[src/rtl/regfile_port_ctrl_pkg.sv]
// Shared constants for the register-file write-port controller.
// FSM encodings, write-source select codes and parameter defaults.
package regfile_port_ctrl_pkg;

    localparam int ADDR_W_DEF     = 5;
    localparam int DATA_W_DEF     = 32;
    localparam int NUM_REGS_DEF   = 32;
    localparam int FIFO_DEPTH_DEF = 2;

    localparam logic [1:0] ST_IDLE  = 2'd0;
    localparam logic [1:0] ST_CLEAR = 2'd1;
    localparam logic [1:0] ST_DONE  = 2'd2;

    localparam logic [1:0] SRC_NONE = 2'd0;
    localparam logic [1:0] SRC_WB   = 2'd1;
    localparam logic [1:0] SRC_FIFO = 2'd2;
    localparam logic [1:0] SRC_CLR  = 2'd3;

endpackage

[src/rtl/regfile_port_ctrl_if.sv]
// Bundle between datapath/debug sources and the register-file write port.
// master: request side; slave: the port controller.
interface regfile_port_ctrl_if #(
    parameter int ADDR_W = 5,
    parameter int DATA_W = 32
);

    logic              wb_we;
    logic [ADDR_W-1:0] wb_addr;
    logic [DATA_W-1:0] wb_data;
    logic              dbg_valid;
    logic              dbg_ready;
    logic [ADDR_W-1:0] dbg_addr;
    logic [DATA_W-1:0] dbg_data;
    logic              clr_start;
    logic              clr_busy;
    logic              clr_done;
    logic              pipe_stall;
    logic              wb_lost;
    logic              rf_we;
    logic [ADDR_W-1:0] rf_wr_reg;
    logic [DATA_W-1:0] rf_in_data;

    modport master (
        output wb_we, wb_addr, wb_data,
        output dbg_valid, dbg_addr, dbg_data,
        output clr_start,
        input  dbg_ready, clr_busy, clr_done,
        input  pipe_stall, wb_lost,
        input  rf_we, rf_wr_reg, rf_in_data
    );

    modport slave (
        input  wb_we, wb_addr, wb_data,
        input  dbg_valid, dbg_addr, dbg_data,
        input  clr_start,
        output dbg_ready, clr_busy, clr_done,
        output pipe_stall, wb_lost,
        output rf_we, rf_wr_reg, rf_in_data
    );

endinterface

[src/rtl/regfile_port_ctrl_wr_fifo.sv]
// Small synchronous FIFO buffering debug/host register writes.
// Entries are {addr,data}; pointers carry a wrap bit for full/empty.
module regfile_wr_fifo #(
    parameter int WIDTH = 37,
    parameter int DEPTH = 2
) (
    input  logic             clock,
    input  logic             reset,
    input  logic             push,
    input  logic [WIDTH-1:0] pushData,
    input  logic             pop,
    output logic [WIDTH-1:0] headData,
    output logic             full,
    output logic             empty
);

    localparam int PW = $clog2(DEPTH);
    localparam logic [PW:0] PtrOne = {{PW{1'b0}}, 1'b1};

    logic [PW:0]      wrPtr;
    logic [PW:0]      rdPtr;
    logic [WIDTH-1:0] mem [DEPTH];
    logic             doPush;
    logic             doPop;

    assign empty = (wrPtr == rdPtr);
    assign full  = (wrPtr[PW] != rdPtr[PW]) &&
                   (wrPtr[PW-1:0] == rdPtr[PW-1:0]);

    assign doPush = push && !full;
    assign doPop  = pop && !empty;

    assign headData = mem[rdPtr[PW-1:0]];

    always_ff @(posedge clock or posedge reset) begin
        if (reset) begin
            wrPtr <= '0;
            rdPtr <= '0;
        end else begin
            if (doPush) wrPtr <= wrPtr + PtrOne;
            if (doPop)  rdPtr <= rdPtr + PtrOne;
        end
    end

    // Storage needs no reset: empty flag guards every read.
    always_ff @(posedge clock) begin
        if (doPush) mem[wrPtr[PW-1:0]] <= pushData;
    end

endmodule

[src/rtl/regfile_port_ctrl.sv]
// Single write port of the register file: arbitrates writeback,
// buffered debug writes and a clear sequencer into one registered stream.
module regfile_port_ctrl
    import regfile_port_ctrl_pkg::*;
#(
    parameter int ADDR_W     = ADDR_W_DEF,
    parameter int DATA_W     = DATA_W_DEF,
    parameter int NUM_REGS   = NUM_REGS_DEF,
    parameter int FIFO_DEPTH = FIFO_DEPTH_DEF,
    parameter logic [DATA_W-1:0] CLR_VALUE = '0
) (
    input logic clock,
    input logic reset,
    regfile_port_ctrl_if.slave bus
);

    localparam int EW = ADDR_W + DATA_W;
    localparam logic [ADDR_W-1:0] FirstAddr = ADDR_W'(1);
    localparam logic [ADDR_W-1:0] LastAddr  = ADDR_W'(NUM_REGS - 1);

    logic [1:0]        state;
    logic [1:0]        stateNext;
    logic [ADDR_W-1:0] clrAddr;
    logic [ADDR_W-1:0] clrAddrNext;

    logic              fifoFull;
    logic              fifoEmpty;
    logic              fifoPush;
    logic              fifoPop;
    logic [EW-1:0]     fifoHead;
    logic [ADDR_W-1:0] headAddr;
    logic [DATA_W-1:0] headData;

    logic [1:0]        src;
    logic              wrEn;
    logic [ADDR_W-1:0] wrAddr;
    logic [DATA_W-1:0] wrData;

    logic              busy;
    logic              rfWe;
    logic [ADDR_W-1:0] rfWrReg;
    logic [DATA_W-1:0] rfInData;
    logic              wbLost;

    assign busy = (state == ST_CLEAR) || (state == ST_DONE);

    assign fifoPush = bus.dbg_valid && !fifoFull;
    assign fifoPop  = (src == SRC_FIFO);
    assign headAddr = fifoHead[EW-1:DATA_W];
    assign headData = fifoHead[DATA_W-1:0];

    regfile_wr_fifo #(
        .WIDTH (EW),
        .DEPTH (FIFO_DEPTH)
    ) u_fifo (
        .clock    (clock),
        .reset    (reset),
        .push     (fifoPush),
        .pushData ({bus.dbg_addr, bus.dbg_data}),
        .pop      (fifoPop),
        .headData (fifoHead),
        .full     (fifoFull),
        .empty    (fifoEmpty)
    );

    // Writeback beats the FIFO head; nothing but the sequencer runs in clear.
    always_comb begin
        src = SRC_NONE;
        unique case (1'b1)
            (state == ST_CLEAR):
                src = SRC_CLR;
            (state == ST_IDLE) && bus.wb_we:
                src = SRC_WB;
            (state == ST_IDLE) && !bus.wb_we && !fifoEmpty:
                src = SRC_FIFO;
            default:
                src = SRC_NONE;
        endcase
    end

    always_comb begin
        wrAddr = '0;
        wrData = '0;
        unique case (src)
            SRC_WB: begin
                wrAddr = bus.wb_addr;
                wrData = bus.wb_data;
            end
            SRC_FIFO: begin
                wrAddr = headAddr;
                wrData = headData;
            end
            SRC_CLR: begin
                wrAddr = clrAddr;
                wrData = CLR_VALUE;
            end
            default: begin
                wrAddr = '0;
                wrData = '0;
            end
        endcase
    end

    // Register 0 is hardwired: its writes are consumed silently.
    assign wrEn = (src == SRC_CLR) ||
                  (((src == SRC_WB) || (src == SRC_FIFO)) &&
                   (wrAddr != '0));

    always_comb begin
        stateNext   = state;
        clrAddrNext = clrAddr;
        unique case (state)
            ST_IDLE: begin
                if (bus.clr_start) begin
                    stateNext   = ST_CLEAR;
                    clrAddrNext = FirstAddr;
                end
            end
            ST_CLEAR: begin
                if (clrAddr == LastAddr) begin
                    stateNext = ST_DONE;
                end else begin
                    clrAddrNext = clrAddr + FirstAddr;
                end
            end
            ST_DONE: begin
                stateNext = ST_IDLE;
            end
            default: begin
                stateNext = ST_IDLE;
            end
        endcase
    end

    always_ff @(posedge clock or posedge reset) begin
        if (reset) begin
            state   <= ST_IDLE;
            clrAddr <= '0;
        end else begin
            state   <= stateNext;
            clrAddr <= clrAddrNext;
        end
    end

    // Address/data hold their last value while no write is issued.
    always_ff @(posedge clock or posedge reset) begin
        if (reset) begin
            rfWe     <= 1'b0;
            rfWrReg  <= '0;
            rfInData <= '0;
        end else begin
            rfWe <= wrEn;
            if (wrEn) begin
                rfWrReg  <= wrAddr;
                rfInData <= wrData;
            end
        end
    end

    always_ff @(posedge clock or posedge reset) begin
        if (reset) begin
            wbLost <= 1'b0;
        end else if (bus.wb_we && busy) begin
            wbLost <= 1'b1;
        end
    end

    assign bus.dbg_ready  = !fifoFull;
    assign bus.clr_busy   = busy;
    assign bus.clr_done   = (state == ST_DONE);
    assign bus.pipe_stall = busy;
    assign bus.wb_lost    = wbLost;
    assign bus.rf_we      = rfWe;
    assign bus.rf_wr_reg  = rfWrReg;
    assign bus.rf_in_data = rfInData;

endmodule

[src/flat_wrapper.sv]
// flat-port wrapper written by rule: the top's interface ports become plain ports
module regfile_port_ctrl_flat import regfile_port_ctrl_pkg::*;
#(
    parameter int ADDR_W     = ADDR_W_DEF,
    parameter int DATA_W     = DATA_W_DEF,
    parameter int NUM_REGS   = NUM_REGS_DEF,
    parameter int FIFO_DEPTH = FIFO_DEPTH_DEF,
    parameter logic [DATA_W-1:0] CLR_VALUE = '0
)
  (clock, reset, bus_wb_we, bus_wb_addr, bus_wb_data, bus_dbg_valid, bus_dbg_addr, bus_dbg_data, bus_clr_start, bus_dbg_ready, bus_clr_busy, bus_clr_done, bus_pipe_stall, bus_wb_lost, bus_rf_we, bus_rf_wr_reg, bus_rf_in_data);
  regfile_port_ctrl_if #(.ADDR_W(ADDR_W), .DATA_W(DATA_W)) bus_i ();
  input logic clock;
  input logic reset;
  input wire logic [$bits(bus_i.wb_we)-1:0] bus_wb_we;
  input wire logic [$bits(bus_i.wb_addr)-1:0] bus_wb_addr;
  input wire logic [$bits(bus_i.wb_data)-1:0] bus_wb_data;
  input wire logic [$bits(bus_i.dbg_valid)-1:0] bus_dbg_valid;
  input wire logic [$bits(bus_i.dbg_addr)-1:0] bus_dbg_addr;
  input wire logic [$bits(bus_i.dbg_data)-1:0] bus_dbg_data;
  input wire logic [$bits(bus_i.clr_start)-1:0] bus_clr_start;
  output wire logic [$bits(bus_i.dbg_ready)-1:0] bus_dbg_ready;
  output wire logic [$bits(bus_i.clr_busy)-1:0] bus_clr_busy;
  output wire logic [$bits(bus_i.clr_done)-1:0] bus_clr_done;
  output wire logic [$bits(bus_i.pipe_stall)-1:0] bus_pipe_stall;
  output wire logic [$bits(bus_i.wb_lost)-1:0] bus_wb_lost;
  output wire logic [$bits(bus_i.rf_we)-1:0] bus_rf_we;
  output wire logic [$bits(bus_i.rf_wr_reg)-1:0] bus_rf_wr_reg;
  output wire logic [$bits(bus_i.rf_in_data)-1:0] bus_rf_in_data;
  assign bus_i.wb_we = bus_wb_we;
  assign bus_i.wb_addr = bus_wb_addr;
  assign bus_i.wb_data = bus_wb_data;
  assign bus_i.dbg_valid = bus_dbg_valid;
  assign bus_i.dbg_addr = bus_dbg_addr;
  assign bus_i.dbg_data = bus_dbg_data;
  assign bus_i.clr_start = bus_clr_start;
  assign bus_dbg_ready = bus_i.dbg_ready;
  assign bus_clr_busy = bus_i.clr_busy;
  assign bus_clr_done = bus_i.clr_done;
  assign bus_pipe_stall = bus_i.pipe_stall;
  assign bus_wb_lost = bus_i.wb_lost;
  assign bus_rf_we = bus_i.rf_we;
  assign bus_rf_wr_reg = bus_i.rf_wr_reg;
  assign bus_rf_in_data = bus_i.rf_in_data;
  regfile_port_ctrl #(.ADDR_W(ADDR_W), .DATA_W(DATA_W), .NUM_REGS(NUM_REGS), .FIFO_DEPTH(FIFO_DEPTH), .CLR_VALUE(CLR_VALUE)) u_core (.clock(clock), .reset(reset), .bus(bus_i));
endmodule
[config.mk]
export PLATFORM = sky130hd
export DESIGN_NAME = regfile_port_ctrl_flat
export DESIGN_NICKNAME = d
export VERILOG_FILES = /design/src/rtl/regfile_port_ctrl_pkg.sv /design/src/rtl/regfile_port_ctrl_if.sv /design/src/rtl/regfile_port_ctrl_wr_fifo.sv /design/src/rtl/regfile_port_ctrl.sv /design/src/flat_wrapper.sv
export SDC_FILE = /design/constraint.sdc
export NUM_CORES = 1
export LEC_CHECK = 0
export ABC_CLOCK_PERIOD_IN_PS = 8350
export BUFFER_PORTS_ARGS = -buffer_cell sky130_fd_sc_hd__buf_2
export CAP_MARGIN = 5
export CORE_MARGIN = 2
export CORE_UTILIZATION = 40
export CTS_CLUSTER_DIAMETER = 120
export DETAILED_ROUTE_END_ITERATION = 12
export PLACE_DENSITY = 0.68
export SKIP_CTS_REPAIR_TIMING = 1
export SKIP_LAST_GASP = 1
export SLEW_MARGIN = 25
export SYNTH_ARGS = -nofsm -noshare
export SYNTH_HDL_FRONTEND = slang
export SYNTH_SLANG_ARGS = --single-unit
[constraint.sdc]
create_clock -name clock -period 8.35 [get_ports clock]
set_input_delay 1.67 -clock clock [delete_from_list [all_inputs] [get_ports clock]]
set_output_delay 1.67 -clock clock [all_outputs]
set_load 0.01 [all_outputs]
---- Yosys cells after proc, flatten, opt, wreduce, memory -nomap -nowiden ----
Memory sizes are Yosys's and may differ from the RTL's.
Cells that the tools add are included.
storage, ports and cells
  input bits .............................. 79
  bits in registers ....................... 50
  output and inout bits ................... 43
  memory bits (writable) .................. 74
  word-level logic and storage cells ...... 55
  memories ................................ 1
memory list
  name               depth  bits a word  read ports  clocked after memory_dff  write ports  RTL line                         source
  u_core.u_fifo.mem  2      37           1           0                         1            regfile_port_ctrl_wr_fifo.sv:22  logic [WIDTH-1:0] mem [DEPTH];
cells by class
  reductions and logical operators ........ 20
  multiplexer cells ....................... 11
  $add $sub $neg .......................... 3
  equality and inequality tests ........... 12
operators with widths
  operator               number
  $pmux W32 S2           1
  $pmux W5 S3            1
  $mux W5                2
  $pmux W5 S2            1
  $logic_and A1 B1 Y1    9
  $eq A2 B2 Y1 const B   3
  $ne A2 B2 Y1 const B   3
  $pmux W2 S3            1
  $add A5 B1 Y5 const B  1
  $eq A5 B5 Y1 const B   1
  $reduce_bool A5 Y1     1
  $add A2 B1 Y2 const B  2
  $eq A2 B1 Y1 const B   2
  $mux W2                2
  $pmux W2 S2            1
  $logic_not A1 Y1       3
  $logic_or A1 B1 Y1     3
  $reduce_and A3 Y1      1
  $eq A2 B2 Y1           1
  $logic_not A2 Y1       1
  $mux W1                2
  $reduce_and A2 Y1      1
  $reduce_bool A2 Y1     1
  $eq A1 B1 Y1           1
  $ne A1 B1 Y1           1

---- Logic depth before layout (Yosys ltp) ----
  depth after elaboration ................. 9
  depth in mapped cells ................... 14
  depth with buffers taken out ............ 10

---- Modules after synthesis ----
From an unflattened synthesis, not the netlist that was laid out.
unflattened totals
  cell total of the unflattened synthesis .. 458
  area total of the unflattened synthesis .. 5,765.5 um^2
by module, submodules not included
  module             cells each  seq. area each (um^2)  times used  area an instance (um^2)
  regfile_wr_fifo    142         2,322.2                1           2,915.3
  regfile_port_ctrl  316         1,151.1                1           2,850.2

---- Least setup slack after synthesis ----
OpenSTA, ideal clock, no wires.
  path kind ............................... input-to-reg
  start ................................... input port bus_dbg_valid
  end ..................................... memory u_core.u_fifo.mem[0][0] (enable)
  buffers on the path ..................... 0
  setup slack ............................. 4.612 ns
  cell stages on the path ................. 2
  required time ........................... 7.919 ns
  arrival ................................. 3.307 ns
  setup time .............................. 0.431 ns
  cells stage by stage .................... nand2_1 nor2_1
on the way
  longest elaborated chain between the ends .. 4
ends and longest elaborated chain
  element                        RTL line                         source
  start: declaration             flat_wrapper.sv:17               input wire logic [$bits(bus_i.dbg_valid)-1:0] bus_dbg_valid;
  $logic_and A1 B1 Y1            regfile_port_ctrl.sv:47          assign fifoPush = bus.dbg_valid && !fifoFull;
  $logic_and A1 B1 Y1            regfile_port_ctrl_wr_fifo.sv:30  assign doPush = push && !full;
  $mux W1                        regfile_port_ctrl_wr_fifo.sv:47  if (doPush) mem[wrPtr[PW-1:0]] <= pushData;
  $mux W1 (implied by the code)  regfile_port_ctrl_wr_fifo.sv:47
  end: declaration               regfile_port_ctrl_wr_fifo.sv:22
No other way between the ends.

---- Worst setup path in the final report ----
  start ................................... register u_core.u_fifo.rdPtr[0]
  end ..................................... register u_core.rfInData[9], in the netlist u_core.bus.rf_in_data[9]
on the way
  longest elaborated chain between the ends .. 9
ends and longest elaborated chain
  element                               RTL line                                           source
  start: declaration                    regfile_port_ctrl_wr_fifo.sv:21                    logic [PW:0] rdPtr;
  start signal: assignment              regfile_port_ctrl_wr_fifo.sv:41                    if (doPop) rdPtr <= rdPtr + PtrOne;
  $eq A2 B2 Y1                          regfile_port_ctrl_wr_fifo.sv:26                    assign empty = (wrPtr == rdPtr);
  $logic_not A1 Y1                      regfile_port_ctrl.sv:74                            (state == ST_IDLE) && !bus.wb_we && !fifoEmpty:
  $logic_and A1 B1 Y1                   regfile_port_ctrl.sv:74
  $pmux W2 S3                           regfile_port_ctrl.sv:69                            unique case (1'b1)
  $eq A2 B2 Y1 (tied with other cells)  regfile_port_ctrl.sv:84, regfile_port_ctrl.sv:105
  $pmux W5 S3                           regfile_port_ctrl.sv:84                            unique case (src)
  $reduce_bool A5 Y1                    regfile_port_ctrl.sv:107                           (wrAddr != '0));
  $logic_and A1 B1 Y1                   regfile_port_ctrl.sv:106                           (((src == SRC_WB) || (src == SRC_FIFO)) &&
  $logic_or A1 B1 Y1                    regfile_port_ctrl.sv:105                           assign wrEn = (src == SRC_CLR) ||
  end signal: assignment                regfile_port_ctrl.sv:155                           rfInData <= wrData;
  end: declaration                      regfile_port_ctrl.sv:42                            logic [DATA_W-1:0] rfInData;
Parallel ways exist; a longest one is shown, timed or not.
A chain may end at the register's enable or synchronous reset.

==> out/qor.csv <==
metric;value;unit
synth_top_cell_by_area;edfxtp_1;
run_status;complete, no violations;
critical_r2r_launch;u_core.u_fifo.rdPtr[0];
syn-cell-area;5170;um^2
starting_utilization_of_the_core_area;40.9;%
post_route_cells_drive_above_1_share;40.1;%
synth-edff-count;74;
worst_path_buffer_plus_inverter_count;2;
synth_top_area_share;43.0;%
filler_cell_count;1098;
synth.top_cells.by_count;edfxtp_1, a22o_1, dfrtp_1;
hold_end;u_core.bus.wb_lost;
total_power;2.66;mW
gr-total-overflow;0;
io_buffer_count;121;
synth_compound_area_share;15.9;%
worst_skew_pair.late_latency;0.41;ns
route.detailed.wl_per_inst;17.5;um
setup_skew;0.0109;ns
synth_sequential_area_ratio;67.2;%
whs_path_depth;1;
first_global_vias;3496;
combinational_family_with_the_most_area_after_synthesis;compound AO/OA/AOI/OAI gates;
slew_headroom;33.7;%
leakage_power_of_the_design;2.84;nW
clockBufferDepth;2;
period_needed;4.25;ns
antenna_violating_nets_post_route;0;
power-per-cell-area;411;nW/um^2
synth-simple-area-share;2.47;%
row_count;41;
fin_ws;4.10;ns
holdCritStartpoint;u_core.bus.wb_lost;
placeableCoreArea;12600;um^2
yosys-top-cells-area;edfxtp_1, dfrtp_1, a22o_1;
first_pass_grt_wire_length;18.2;mm
worst_path_dominant_cell_family;compound AO/OA/AOI/OAI gates;
cts_max_level;4;
numnets_final;545;
grt_max_degree;51;
path_clk_slew;0.05;ns
dieHeight;118;um
grt_setup_unrepaired;false;
io-pin-count;122;
cap_viol_max_count;0;
async_flop_share;40.3;%
synth_most_common_cell;edfxtp_1;
regToRegEndpoint;u_core.bus.rf_in_data[9];
ys_warn_count;0;
grtUsageTotal;17.0;%
dr_total_vias;3295;
drt_drc_violations_left;0;
numPlacedInstances;609;
multiplexer_fraction_of_the_synthesized_cell_area;8.06;%
postLayoutCellArea;6470;um^2
antenna_violations_before_repair;1;
post-place-ws;3.70;ns
postSynthAreaPerCell;15.5;um^2
postPlaceCellArea;5940;um^2
worst_path_largest_cell_delay;1.02;ns
post_synthesis_register_bit_count;124;
cts_inserted_buffers;17;
finish.cell_count_without_fillers;642;
floorplan.die.width;118;um
max_ffs_per_register;74;
design.die.area;13800;um^2
critical_path.endpoint_type;flop;
worst_hold_slack;0.451;ns
maximum_fanout_count_along_the_critical_path;40;
drt-pass1-iter-count;4;
synth_top_flop_cell;edfxtp_1;
number_of_cell_instances_on_the_worst_register_to_register_path;11;
timing.final.max_slew_violations;0;
post_synth_inst_count;333;
yosys.cell_types.count;33;
setup-tns-final;0;ns
class_of_the_tightest_hold_or_removal_check;reg2reg;
vdd_ir_drop_max;185;uV
data_required_time_at_the_worst_endpoint;8.69;ns
total_wire_length_after_detailed_routing;11.2;mm
via_per_inst;5.13;
synth_nets;422;
final_min_period_over_clock_period;51.0;%
layout.core_utilization;51.3;%
hpwl_dp;7.38;mm
clock_tree_root_buffer_cell;clkbuf_16;
syn_to_final_growth;25.2;%
synthAdderAreaFrac;2.42;%
reg_to_reg_slack_setup;4.10;ns
critical_path.cell_chain;xnor2_1 > nand2_1 > a31oi_1 > inv_1 > ha_1 > buf_4 > nand2b_1 > o22ai_1 > or4_1 > o21ai_4 > a22o_1;
crit_arrival;4.59;ns
gp_congestion;0.766;
critPathLaunchType;flop;
first_iter_violations;205;
tightest_slew;0.995;ns
final_hold_viol_count;0;
max_clock_freq;235;MHz
cpMaxStageDelayCell;dfrtp_2;
cts.sinks;124;
setup-violations-final;0;
synth_xor_area_share;1.02;%
cts_tree;built;
path_class;reg2reg;
-- cell usage in the layout, fill, tap and decap left out, types with 2 or more instances in the layout --
cell         n
a21o_1       5
a21oi_1      7
a222oi_1     2
a22o_1      70
a22oi_1      3
buf_2      121
buf_4        3
clkbuf_1     8
clkbuf_16   17
clkbuf_8     4
clkinv_2     2
dfrtp_1     49
edfxtp_1    74
ha_1        10
inv_1        8
mux2_2      33
mux2i_1      3
nand2_1      6
nand2b_1     4
nor2_1       3
nor2b_1      3
nor3_1       3
o21ai_0      5
o21ba_1      3
o22ai_1      3
xnor2_1      5
-- worst max-delay path by stage --
stage / startpoint / end / cells past startpoint
2_1_floorplan: bus_dbg_valid / u_core.u_fifo.mem[0][0] / 2
3_3_place_gp: bus_wb_we / u_core.bus.rf_in_data[11] / 11
3_5_place_dp: bus_wb_we / u_core.bus.rf_in_data[16] / 11
4_1_cts: u_core.u_fifo.rdPtr[0] / u_core.bus.rf_in_data[9] / 11
5_1_grt: u_core.u_fifo.rdPtr[0] / u_core.bus.rf_in_data[19] / 11
6_report: u_core.u_fifo.rdPtr[0] / u_core.bus.rf_in_data[9] / 11
-- layout make-up --
class,instances,area [um^2],area share [%]
timing repair buffer,125,656,10.1
tap,172,215,3.33
sequential,124,3470,53.7
multi-input combinational,179,1570,24.2
antenna,1,2.50,0.0387
clock inverter,3,13.8,0.213
clock buffer,29,510,7.89
inverter,9,33.8,0.522
-- where the power goes --
group          internal, mW  total (mW)  switching (mW)
logic                 0.456        1.03           0.570
registers             0.868       0.988           0.120
clock network         0.409       0.647           0.238
total                  1.73        2.66           0.928
-- worst register-to-register path, stage by stage (launching register included) --
cell	delay, ns
dfrtp_2	1.02
xnor2_1	0.22
nand2_1	0.14
a31oi_1	0.32
inv_1	0.09
ha_1	0.19
buf_4	0.25
nand2b_1	0.17
o22ai_1	0.13
or4_1	0.59
o21ai_4	0.78
a22o_1	0.29
-- cells by family after synthesis --
group / count (synthesis)
adder cells (fa/ha/maj): 10
AO/OA/AOI/OAI: 101
multiplexers: 37
XOR/XNOR: 6
AND/OR/NAND/NOR: 25
flip-flops: 124
buffers and inverters: 30
-- routing by layer --
metal	part of all wire [%]	vias up	track usage [%]
met5	0	-	0
met4	1.2	0	6.02
met3	6.9	13	5.67
met2	48	130	27.5
met1	44	1602	21.3
li1	-	1550	-
Power figures use the tool's default switching activity.
